**config.mk**
```make
export PLATFORM = sky130hd
export DESIGN_NAME = mem_arbiter_flat
export DESIGN_NICKNAME = d
export VERILOG_FILES = /design/src/rtl/mem_arb_pkg.sv /design/src/rtl/mem_arbiter_if.sv /design/src/rtl/mem_arbiter_rr_arb2.sv /design/src/rtl/mem_arbiter.sv /design/src/flat_wrapper.sv
export SDC_FILE = /design/constraint.sdc
export NUM_CORES = 1
export LEC_CHECK = 0
export ABC_AREA = 1
export CAP_MARGIN = 10
export CORE_MARGIN = 4
export CORE_UTILIZATION = 37
export CTS_CLUSTER_DIAMETER = 50
export DETAILED_ROUTE_END_ITERATION = 6
export GPL_TIMING_DRIVEN = 0
export HOLD_SLACK_MARGIN = 0.1
export PLACE_DENSITY = 0.77
export REMOVE_ABC_BUFFERS = 1
export SYNTH_ARGS = -nofsm -noshare
export SYNTH_HDL_FRONTEND = slang
export SYNTH_SLANG_ARGS = --single-unit
```
**constraint.sdc**
```tcl
create_clock -name clk_i -period 1.4 [get_ports clk_i]
set_input_delay 0.42 -clock clk_i [delete_from_list [all_inputs] [get_ports clk_i]]
set_output_delay 0.42 -clock clk_i [all_outputs]
set_load 0.01 [all_outputs]
```
**src/rtl/mem_arb_pkg.sv**
```systemverilog
// Shared types and constants for the instruction/data memory arbiter.
// Contents:
//   addr_w_c, data_w_c : word-address and data widths of the 1024x32 memory
//   arb_state_e        : sequencer states (IDLE, ISSUE, RESP)
//   port_e             : requester identity (PORT_IM fetch, PORT_DM data)
//   mem_req_t          : one latched request {addr, we, wdata, port}
package mem_arb_pkg;

  localparam int addr_w_c = 10;
  localparam int data_w_c = 32;

  typedef enum logic [1:0] {IDLE, ISSUE, RESP} arb_state_e;

  typedef enum logic {PORT_IM, PORT_DM} port_e;

  typedef struct packed {
    logic [addr_w_c-1:0] addr;
    logic                we;
    logic [data_w_c-1:0] wdata;
    port_e               port;
  } mem_req_t;

endpackage

```
**src/rtl/mem_arbiter_if.sv**
```systemverilog
// One requester channel of the memory arbiter: a valid/ready request
// (addr, we, wdata) and an unthrottled one-cycle response (rsp_valid, rdata).
// Modports:
//   master : the requester (drives the request, sinks the response)
//   slave  : the arbiter   (accepts the request, drives the response)
// The fetch port uses the same channel; its we/wdata are ignored by the arbiter.
interface mem_arbiter_if
  import mem_arb_pkg::*;
#(
  parameter int addr_p       = addr_w_c,
  parameter int data_width_p = data_w_c
);

  logic                    req_valid;
  logic                    req_ready;
  logic [addr_p-1:0]       addr;
  logic                    we;
  logic [data_width_p-1:0] wdata;
  logic                    rsp_valid;
  logic [data_width_p-1:0] rdata;

  modport master (
    output req_valid, addr, we, wdata,
    input  req_ready, rsp_valid, rdata
  );

  modport slave (
    input  req_valid, addr, we, wdata,
    output req_ready, rsp_valid, rdata
  );

endinterface

```
**src/rtl/mem_arbiter_rr_arb2.sv**
```systemverilog
// rr_arb2: two-way round-robin grant with its last-grant register.
// Ports:
//   clk, rst_n : clock, asynchronous active-low reset
//   req[1:0]   : request vector, bit 0 = PORT_IM, bit 1 = PORT_DM
//   accept     : the current grant was taken this cycle; remember its owner
//   gnt[1:0]   : one-hot combinational grant (all zero when nothing requests)
// After reset the last grant is PORT_DM, so PORT_IM wins the first tie.
module rr_arb2
  import mem_arb_pkg::*;
(
  input  logic       clk,
  input  logic       rst_n,
  input  logic [1:0] req,
  input  logic       accept,
  output logic [1:0] gnt
);

  port_e last_gnt;

  always_comb begin
    // NOTE: every combinational output gets a default before the case so
    // no path leaves it unassigned, which would otherwise infer a latch.
    gnt = 2'b00;
    unique case (req)
      2'b01:   gnt = 2'b01;
      2'b10:   gnt = 2'b10;
      2'b11:   gnt = (last_gnt == PORT_DM) ? 2'b01 : 2'b10;
      default: gnt = 2'b00;
    endcase
  end

  always_ff @(posedge clk or negedge rst_n) begin
    // NOTE: state registers use non-blocking assignments so every flop
    // samples pre-edge values regardless of process evaluation order.
    if (!rst_n) begin
      last_gnt <= PORT_DM;
    end else if (accept) begin
      last_gnt <= gnt[1] ? PORT_DM : PORT_IM;
    end
  end

endmodule

```
**src/rtl/mem_arbiter.sv**
```systemverilog
// mem_arbiter: shares one single-port 1024x32 memory between the fetch
// port (im, read-only) and the data port (dm, read/write). One transaction
// is in flight at a time: accept (IDLE or RESP) -> strobe memory (ISSUE)
// -> respond with the memory's registered read data (RESP).
// Ports:
//   clk_i, rstn_i      : clock, asynchronous active-low reset
//   im, dm             : requester channels (mem_arbiter_if.slave)
//   mem_addr_o         : memory word address, non-zero only in ISSUE
//   mem_wr_en_o        : memory write strobe, one cycle
//   mem_rd_en_o        : memory read strobe, one cycle
//   mem_wdata_o        : memory write data, non-zero only for a write strobe
//   mem_rdata_i        : memory read data, valid the cycle after mem_rd_en_o
module mem_arbiter
  import mem_arb_pkg::*;
#(
  parameter int addr_p       = addr_w_c,
  parameter int data_width_p = data_w_c
) (
  input  logic                    clk_i,
  input  logic                    rstn_i,
  mem_arbiter_if.slave            im,
  mem_arbiter_if.slave            dm,
  output logic [addr_p-1:0]       mem_addr_o,
  output logic                    mem_wr_en_o,
  output logic                    mem_rd_en_o,
  output logic [data_width_p-1:0] mem_wdata_o,
  input  logic [data_width_p-1:0] mem_rdata_i
);

  arb_state_e              state_q, state_d;
  mem_req_t                req_q, req_d;
  logic [1:0]              gnt;
  logic                    open;
  logic                    accept;
  logic                    im_rsp, dm_rsp;
  logic [data_width_p-1:0] resp_data;
  logic [data_width_p-1:0] im_rdata_q, dm_rdata_q;

  rr_arb2 u_rr_arb2 (
    .clk    (clk_i),
    .rst_n  (rstn_i),
    .req    ({dm.req_valid, im.req_valid}),
    .accept (accept),
    .gnt    (gnt)
  );

  always_comb begin
    state_d     = state_q;
    mem_addr_o  = '0;
    mem_wr_en_o = 1'b0;
    mem_rd_en_o = 1'b0;
    mem_wdata_o = '0;
    im_rsp      = 1'b0;
    dm_rsp      = 1'b0;
    resp_data   = '0;

    // The channel is open in IDLE and in RESP, which lets a new request be
    // accepted in the same cycle the previous one responds.
    open         = (state_q == IDLE) || (state_q == RESP);
    im.req_ready = open & gnt[0];
    dm.req_ready = open & gnt[1];
    accept       = open & (|gnt);

    // Fetch requests never carry a write, whatever im drives on we/wdata.
    if (gnt[1]) begin
      req_d = '{addr: dm.addr, we: dm.we, wdata: dm.wdata, port: PORT_DM};
    end else begin
      req_d = '{addr: im.addr, we: 1'b0, wdata: '0, port: PORT_IM};
    end

    unique case (state_q)
      IDLE: begin
        if (accept) state_d = ISSUE;
      end
      ISSUE: begin
        mem_addr_o  = req_q.addr;
        mem_rd_en_o = !req_q.we;
        mem_wr_en_o = req_q.we;
        mem_wdata_o = req_q.we ? req_q.wdata : '0;
        state_d     = RESP;
      end
      RESP: begin
        im_rsp    = (req_q.port == PORT_IM);
        dm_rsp    = (req_q.port == PORT_DM);
        resp_data = req_q.we ? '0 : mem_rdata_i;
        state_d   = accept ? ISSUE : IDLE;
      end
      default: state_d = IDLE;
    endcase

    // rdata shows the live response during RESP and the last response
    // delivered to that port otherwise.
    im.rsp_valid = im_rsp;
    dm.rsp_valid = dm_rsp;
    im.rdata     = im_rsp ? resp_data : im_rdata_q;
    dm.rdata     = dm_rsp ? resp_data : dm_rdata_q;
  end

  always_ff @(posedge clk_i or negedge rstn_i) begin
    // NOTE: the request latch and the held-rdata registers are reset too,
    // because their contents are visible on outputs straight out of reset.
    if (!rstn_i) begin
      state_q    <= IDLE;
      req_q      <= '0;
      im_rdata_q <= '0;
      dm_rdata_q <= '0;
    end else begin
      state_q <= state_d;
      if (accept) req_q      <= req_d;
      if (im_rsp) im_rdata_q <= resp_data;
      if (dm_rsp) dm_rdata_q <= resp_data;
    end
  end

endmodule
```
**src/flat_wrapper.sv**
```systemverilog
// flat-port wrapper written by rule: the top's interface ports become plain ports
module mem_arbiter_flat import mem_arb_pkg::*;
#(
  parameter int addr_p       = addr_w_c,
  parameter int data_width_p = data_w_c
)
  (clk_i, rstn_i, mem_addr_o, mem_wr_en_o, mem_rd_en_o, mem_wdata_o, mem_rdata_i, im_req_valid, im_addr, im_we, im_wdata, im_req_ready, im_rsp_valid, im_rdata, dm_req_valid, dm_addr, dm_we, dm_wdata, dm_req_ready, dm_rsp_valid, dm_rdata);
  mem_arbiter_if #(.addr_p(addr_p), .data_width_p(data_width_p)) im_i ();
  mem_arbiter_if #(.addr_p(addr_p), .data_width_p(data_width_p)) dm_i ();
  input  logic clk_i;
  input  logic rstn_i;
  output logic [addr_p-1:0] mem_addr_o;
  output logic mem_wr_en_o;
  output logic mem_rd_en_o;
  output logic [data_width_p-1:0] mem_wdata_o;
  input  logic [data_width_p-1:0] mem_rdata_i;
  input wire logic [$bits(im_i.req_valid)-1:0] im_req_valid;
  input wire logic [$bits(im_i.addr)-1:0] im_addr;
  input wire logic [$bits(im_i.we)-1:0] im_we;
  input wire logic [$bits(im_i.wdata)-1:0] im_wdata;
  output wire logic [$bits(im_i.req_ready)-1:0] im_req_ready;
  output wire logic [$bits(im_i.rsp_valid)-1:0] im_rsp_valid;
  output wire logic [$bits(im_i.rdata)-1:0] im_rdata;
  input wire logic [$bits(dm_i.req_valid)-1:0] dm_req_valid;
  input wire logic [$bits(dm_i.addr)-1:0] dm_addr;
  input wire logic [$bits(dm_i.we)-1:0] dm_we;
  input wire logic [$bits(dm_i.wdata)-1:0] dm_wdata;
  output wire logic [$bits(dm_i.req_ready)-1:0] dm_req_ready;
  output wire logic [$bits(dm_i.rsp_valid)-1:0] dm_rsp_valid;
  output wire logic [$bits(dm_i.rdata)-1:0] dm_rdata;
  assign im_i.req_valid = im_req_valid;
  assign im_i.addr = im_addr;
  assign im_i.we = im_we;
  assign im_i.wdata = im_wdata;
  assign im_req_ready = im_i.req_ready;
  assign im_rsp_valid = im_i.rsp_valid;
  assign im_rdata = im_i.rdata;
  assign dm_i.req_valid = dm_req_valid;
  assign dm_i.addr = dm_addr;
  assign dm_i.we = dm_we;
  assign dm_i.wdata = dm_wdata;
  assign dm_req_ready = dm_i.req_ready;
  assign dm_rsp_valid = dm_i.rsp_valid;
  assign dm_rdata = dm_i.rdata;
  mem_arbiter #(.addr_p(addr_p), .data_width_p(data_width_p)) u_core (.clk_i(clk_i), .rstn_i(rstn_i), .im(im_i), .dm(dm_i), .mem_addr_o(mem_addr_o), .mem_wr_en_o(mem_wr_en_o), .mem_rd_en_o(mem_rd_en_o), .mem_wdata_o(mem_wdata_o), .mem_rdata_i(mem_rdata_i));
endmodule
```
### After elaboration in Yosys (flattened, before gate mapping)

Index checks and enable logic that the tools add are counted.

| storage, ports and cells | value |
|---|---|
| register bits after elaboration | 111 |
| input port bits | 122 |
| output and inout port bits | 112 |
| logic and storage cells | 40 |

| operators by class | value |
|---|---|
| eq/ne operators | 6 |
| reductions and logical operators | 4 |
| multiplexer cells | 18 |
| bitwise gates (word level) | 4 |

Operators with widths:

| kind | count |
|---|---|
| $mux 32 | 6 |
| $mux 44 | 1 |
| $pmux 2 s3 | 2 |
| $mux 10 | 1 |
| $eq 2x2->1 const B | 3 |
| $mux 1 | 6 |
| $eq 2x1->1 const B | 2 |
| $mux 2 | 2 |
| $and 1x1->1 | 3 |
| $logic_not 2->1 | 1 |
| $ne 2x1->1 const B | 1 |
| $reduce_or 2->1 | 1 |
| $logic_not 1->1 | 1 |
| $logic_or 1x1->1 | 1 |
| $not 1->1 | 1 |

### Depth between registers and ports, before layout

Gate-level depths: netlist of the first run.

| depth | value |
|---|---|
| depth in word-level cells | 6 |
| depth in mapped cells | 7 |

### Cells and area by module

Synthesis of the first run repeated with hierarchy kept, for this count alone.

| unflattened totals | value |
|---|---|
| cell total of the unflattened synthesis | 680 |
| area total of the unflattened synthesis | 5052.3 µm² |

Modules (own cells, without submodules):

| module | cells an instance | area an instance (µm²) | sequential area each (µm²) | instances |
|---|---|---|---|---|
| mem_arbiter | 671 | 4988.5 | 2752.6 | 1 |
| rr_arb2 | 9 | 63.8 | 26.3 | 1 |

### Worst setup path before layout of the first run

OpenSTA, ideal clock, no wires.

| path | value |
|---|---|
| kind | register to output |
| start point | register u_core.state_q[0] |
| end point | output dm_rdata[21] |
| arrival time | 1137 ps |
| path slack | -157 ps |
| buffers on the path | 1 |
| stages on the path, launching flop included | 7 |
| cell sequence | dfrtp_1 > inv_2 > nand2_2 > nor2_4 > buf_2 > nand2_1 > o21ai_1 |

| on the way | value |
|---|---|
| longest elaborated chain between the ends | 3 |
| elaborated cells on any way between the ends | 4 |
| classes of those cells | 1 x eq/ne; 3 x mux |

RTL lines:

| what | RTL line | RTL |
|---|---|---|
| start: declaration | mem_arbiter.sv:30 | `arb_state_e state_q, state_d;` |
| start signal: assignment | mem_arbiter.sv:108 | `state_q <= state_d;` |
| $eq 2x2->1 (*) | mem_arbiter.sv:71 | `unique case (state_q)` |
| $mux 32 or $mux 1 (tied branches) | mem_arbiter.sv:71 |  |
| $mux 32 (*) | mem_arbiter.sv:96 | `dm.rdata = dm_rsp ? resp_data : dm_rdata_q;` |
| end: declaration | flat_wrapper.sv:30 | `output wire logic [$bits(dm_i.rdata)-1:0] dm_rdata;` |

Every way passes the cells marked *; elsewhere a longest branch is shown, timed or not.

### Worst setup path in the final report of the first run

| path | value |
|---|---|
| start point | register u_core.req_q[33] (netlist bit) |
| end point | output im_rdata[16] |

| on the way | value |
|---|---|
| longest elaborated chain between the ends | 3 |

RTL lines:

| what | RTL line | RTL |
|---|---|---|
| start: declaration | mem_arbiter.sv:31 | `mem_req_t req_q, req_d;` |
| start signal: assignment | mem_arbiter.sv:109 | `if (accept) req_q <= req_d;` |
| $mux 32 | mem_arbiter.sv:85 | `resp_data = req_q.we ? '0 : mem_rdata_i;` |
| $mux 32 | mem_arbiter.sv:71 |  |
| $mux 32 | mem_arbiter.sv:95 | `im.rdata = im_rsp ? resp_data : im_rdata_q;` |
| end: declaration | flat_wrapper.sv:23 | `output wire logic [$bits(im_i.rdata)-1:0] im_rdata;` |

No other way between the ends.

==> results.yml, run 1 <==
power_and_ir_drop:
  power_mw: 14.8
  power.density_nw_per_um2: 1680
  irDropWorstVdd_uv: 600
  static-leakage-power_nw: 4.44
clock_tree:
  cts_max_path_buffers: 2
  cts.clk_slew.worst_paths_ps: 80
  cts_tree: "built"
  clock-root-buffer: "clkbuf_16"
  cts_made_buffers: 9
  insertion_delay_ps: 350
  cts_sinks: 111
  htree_levels: 3
  cts.hold.buffers_added: 0
sta:
  slew_violations: 0
  worst_hold_slack_ps: 135
  setup_viol: 140
  fmax_mhz: 436
  fin_ws_ps: -891
  final.setup_skew_ps: 8.13
  tightest_slew_ps: 771
  tns_ps: -80880
  layout_min_cycle_time_ps: 2290
  rsz0062_at_grt: "yes"
  hold_viol_final: 0
  period_share_pct: 164
  slew_headroom_pct: 48.6
grt:
  gr-usage-met1_pct: 29.7
  antenna_found_initial: 0
  grt.met3_usage_pct: 6.25
  grt.busiest_layer: "met2"
  grt_pass1_vias: 4856
  track_usage_pct: 24.0
  grt_max_degree: 58
  grt_use_met2_pct: 40.6
  grt_pass1_wl_mm: 26.8
  gr-total-overflow: 0
critical_path:
  start_kind: "flop"
  critPathMaxFanout: 7
  cp.arrival_ps: 1870
  required_ps: 980
  end_kind: "output port"
  worstSetupPathType: "flop to output port"
yosys:
  synth_top_cell_area_share_pct: 57.7
  ys_warn_count: 0
  synth_area_um2: 4770
  ys_types: 19
  synth_area_leaders: "dfrtp_1 (58%), nand2_1 (21%), o21ai_1 (6.3%)"
  postSynthCellCount: 585
  synth_seq_area_share_pct: 58.3
  yosysTopAreaCell: "dfrtp_1"
  ys_ff_latch: 111
  postSynthAreaPerCell_um2: 8.15
run:
  drv_cap: 0
finish:
  nFillCells: 910
  antenna_cells: 0
  nets: 981
  ff_latch_area_um2: 2790
  multi_input_area_um2: 2590
  final_cell_mix: "nand2_1 (224), dfrtp_1 (108), clkdlybuf4s50_1 (85)"
  utilization_pct: 69.6
  final_common_cell: "nand2_1"
  area_delta_synth_final_pct: 84.4
  drive_above_1_share_pct: 44.9
floorplan:
  dieArea_um2: 14800
  rows: 41
  die_w_um: 122
  start_util_pct: 37.8
  fp.dieH_um: 122
  coreArea_um2: 12600
  io_pins: 234
placement:
  portBuffers: 200
  pre_cts_slack_ps: -2860
  gp_congestion: 0.760
  place_hpwl_mm: 9.18
drt:
  drtPass1Iterations: 4
  vias: 5148
  post_drt_via_cell_ratio: 4.97
  wl_per_cell_um: 19.7
  drtAntennaViolNets: 0
  wl_mm: 20.4
  drcViolationCount: 0
  drt_iter0_drc: 480
run_status:
  violations: "negative setup slack"
  status: "complete, but fails checks"
hold_path:
  holdCritPathClass: "input pin to asynchronous set/reset pin"
## synth_stat cells (all sizes together)
master	number
buf	20
inv	42
nor2	46
nand2	265
clkbuf	12
dfrtp	110
a21oi	2
o21ai	66
dfstp	1
nand3	21
## stage by stage
step                cells  cell area [um2]
finish               1036             8790
global route         1036             8790
CTS                   999             7900
detailed placement    927             6840
global placement      925             6790
floorplan             553             4570
## final cells by class
class,instances,share of cell area (%)
clock buffers,10,2.61
flip-flops and latches,111,31.7
inverters,42,2.38
well taps,172,2.45
clock inverters,6,1.32
repair buffers,281,28.8
repair inverters,7,1.22
multi-input cells,407,29.5
## worst paths after layout
kind	slack (ps)	endpoint	startpoint	depth (start not counted)
worst max-delay path	-890	im_rdata[16]	u_core.req_q[33]	7
max in group asynchronous	510	u_core.req_q[33]	rstn_i	2
min in group clk_i	470	u_core.dm_rdata_q[30]	u_core.dm_rdata_q[30]	2
worst min register to register	470	u_core.dm_rdata_q[30]	u_core.dm_rdata_q[30]	2
worst min-delay path	140	u_core.im_rdata_q[21]	rstn_i	1
worst max register to register	-190	u_core.im_rdata_q[0]	u_core.req_q[33]	7
## state kept, by name, summed over array words and instances, names as in the netlist
name,cells
u_core.im_rdata_q,32
u_core.state_q,2
u_core.dm_rdata_q,32
u_core.u_rr_arb2.last_gnt,1
u_core.req_q,44
## worst max-delay path: stages (launching register included)
cell and delay [ps]:
dfrtp_4 500, buf_12 150, nor2_4 180, buf_12 170, buf_6 100, nand2_4 50
o21ai_2 190, buf_2 180
## metal layers
layer / vias up / share of wire [%]
met1: 2463 / 37
met5: - / 0
met3: 40 / 9.9
met4: 0 / 2.7
met2: 273 / 50
li1: 2372 / -
## power by group
group	internal, mW	switching [mW]
Sequential	4.33	0.457
Combinational	3.07	3.92
Clock	1.77	1.24
Total	9.18	5.62
## logic make-up (layout without fill, tap and decap cells)
kind of cell | count (synthesis) | in the layout | synth area share (%)
flops | 111 | 111 | 58.3
compound gates | 68 | 68 | 7.22
buf+inv | 74 | 346 | 7.43
simple gates | 332 | 339 | 27.1
## repair_timing
item,in CTS,in global routing
hold endpoints to repair,0,0
gates cloned,13,2
setup buffers,45,40
pin swaps,12,42
resized for setup,626,180
setup endpoints to repair,222,146
(Power assumes the default switching activity.)
==> run 2, diff against run 1 <==
--- a/config.mk
+++ b/config.mk
@@ -14,7 +14,9 @@
 export GPL_TIMING_DRIVEN = 0
 export HOLD_SLACK_MARGIN = 0.1
 export PLACE_DENSITY = 0.77
+export RECOVER_POWER = 25
 export REMOVE_ABC_BUFFERS = 1
+export SLEW_MARGIN = 20
 export SYNTH_ARGS = -nofsm -noshare
 export SYNTH_HDL_FRONTEND = slang
 export SYNTH_SLANG_ARGS = --single-unit
==> run 2 against run 1 <==
  * The run still ends with negative setup slack left
  * Critical endpoint is now im_rdata[14]
  * Utilization rose by 0.57 points
  * Critical path depth unchanged
  * Setup slack improved by 22 ps
  * Critical path type unchanged
  * Global-route usage down 0.40 points
  * Highest routed layer unchanged
  * Die area unchanged
==> results.yml, run 2 (synthesis gave the netlist of run 1 again) <==
finish:
  final_cell_mix: "nand2_1 (221), dfrtp_1 (108), clkdlybuf4s50_1 (85)"
  final_common_cell: "nand2_1"
  antenna_cells: 0
  drive_above_1_share_pct: 44.7
  utilization_pct: 70.2
  multi_input_area_um2: 2580
  regMostFlops: "u_core.req_q"
  ff_latch_area_um2: 2790
  largestRegisters: "u_core.req_q: 44 flops, u_core.dm_rdata_q: 32 flops, u_core.im_rdata_q: 32 flops"
  nFillCells: 898
  nets: 978
  largest_reg_flops: 44
  area_delta_synth_final_pct: 85.9
clock_tree:
  clock-root-buffer: "clkbuf_16"
  cts_made_buffers: 9
  cts_tree: "built"
  cts_sinks: 111
  htree_levels: 3
  insertion_delay_ps: 350
  cts.clk_slew.worst_paths_ps: 80
  cts_max_path_buffers: 2
drt:
  routed.top_layer: "met4"
  drt-met1-wl_mm: 7.67
  wl_per_cell_um: 19.2
  post_drt_via_cell_ratio: 4.94
  drtPass1Iterations: 4
  vias: 5107
  drtAntennaViolNets: 0
  drt_iter0_drc: 312
  wl_met2_mm: 9.86
  wl_met3_mm: 1.77
  wl_mm: 19.8
  drcViolationCount: 0
power_and_ir_drop:
  irDropWorstVdd_uv: 641
  static-leakage-power_nw: 4.35
  power.density_nw_per_um2: 1630
floorplan:
  coreArea_um2: 12600
  io_pins: 234
  fp.dieH_um: 122
  rows: 41
  dieArea_um2: 14800
  start_util_pct: 37.8
  die_w_um: 122
hold_path:
  holdCritPathClass: "flop to flop"
grt:
  gr-total-overflow: 0
  grt_max_degree: 58
  grt_pass1_vias: 4852
  track_usage_pct: 23.6
  antenna_found_initial: 0
  grt_pass1_wl_mm: 26.6
sta:
  hold_viol_final: 0
  slew_violations: 0
  slew_headroom_pct: 45.1
  period_share_pct: 162
  setup_viol: 235
  tns_ps: -85370
  layout_min_cycle_time_ps: 2270
  fmax_mhz: 441
  rsz0062_at_grt: "yes"
  final.setup_skew_ps: 9.52
  fin_ws_ps: -869
  tightest_slew_ps: 823
critical_path:
  required_ps: 980
  end_kind: "output port"
  critPathMaxFanout: 8
  cp.arrival_ps: 1850
  slowest_delay_ps: 490
  worstSetupPathType: "flop to output port"
  worstPathCellList: "buf_12 -> nor2_4 -> buf_8 -> buf_6 -> nand2_4 -> o21ai_2 -> buf_2"
  critPathSlowestCell: "dfrtp_4"
  start_kind: "flop"
placement:
  pre_cts_slack_ps: -1860
  place_hpwl_mm: 9.05
  portBuffers: 200
  gp_congestion: 0.760
run_status:
  status: "complete, but fails checks"
  violations: "negative setup slack"
run:
  drv_cap: 0
-- run 2: cell count changes in the layout (fill, tap and decap cells not counted), moves of 5 or more --
cell and change:
buf_2 -10, buf_4 -5, buf_6 +10, nand2_2 +11, nand2_4 -14, nor2_2 -7, nor2_4 +6
-- run 2: repair_timing --
| item | in CTS | in global routing |
|---|---|---|
| pin swaps | 21 | 41 |
| setup buffers | 46 | 39 |
| endpoints found under the setup margin | 221 | 189 |
| hold buffers | 1 | 0 |
| gates resized for setup | 616 | 188 |
| hold endpoints to repair | 55 | 0 |
| gates cloned | 9 | 4 |
-- run 2: cell type report --
class	count	share of cell area, %
Clock inverter	7	0.876
Timing Repair Buffer	280	29.2
Sequential cell	111	31.5
Multi-Input combinational cell	404	29.1
Timing Repair inverter	8	1.62
Inverter	42	2.70
Tap cell	172	2.43
Clock buffer	9	2.54
-- run 2: metal layers --
metal	vias up	GRT usage, %
met5	-	0
met4	0	8.19
met3	39	7.18
met2	240	39.7
met1	2474	29.0
li1	2354	-
-- run 2: power breakdown --
part / leakage [nW] / switching, mW / internal (mW)
combinational: 2.80 / 3.84 / 3.17
sequential: 1.40 / 0.455 / 4.33
clock: 0.147 / 1.25 / 1.41
total: 4.35 / 5.55 / 8.91
-- run 2: critical path, delay by kind of cell (launching register included) --
family | cells | cell delay [ps]
AND/OR/NAND/NOR | 2 | 200
AO/OA/AOI/OAI | 1 | 170
flip-flops | 1 | 490
buffers and inverters | 4 | 610
-- run 2: path summary, 6_finish.rpt --
kind                                  startpoint               endpoint  slack, ps  cells past startpoint
hold / removal             u_core.dm_rdata_q[30]  u_core.dm_rdata_q[30]        470                      2
hold reg to reg            u_core.dm_rdata_q[30]  u_core.dm_rdata_q[30]        470                      2
setup reg to reg                u_core.req_q[33]  u_core.dm_rdata_q[31]       -150                      7
max in group asynchronous                 rstn_i       u_core.req_q[33]        -90                      3
min in group asynchronous                 rstn_i  u_core.im_rdata_q[31]        730                      2
setup / recovery                u_core.req_q[33]           im_rdata[14]       -870                      7
-- run 2: metrics by stage --
| stage | hold slack, ps | std cells | power (mW) | instance area, um2 |
|---|---|---|---|---|
| finish | 471 | 1033 | 14.5 | 8860 |
| global route | 485 | 1033 | 15.1 | 8860 |
| CTS | 471 | 997 | 12.8 | 7800 |
| detailed placement | 415 | 926 | 9.58 | 6820 |
| global placement | 461 | 925 | 9.47 | 6790 |
| floorplan | 124 | 553 | 6.74 | 4570 |
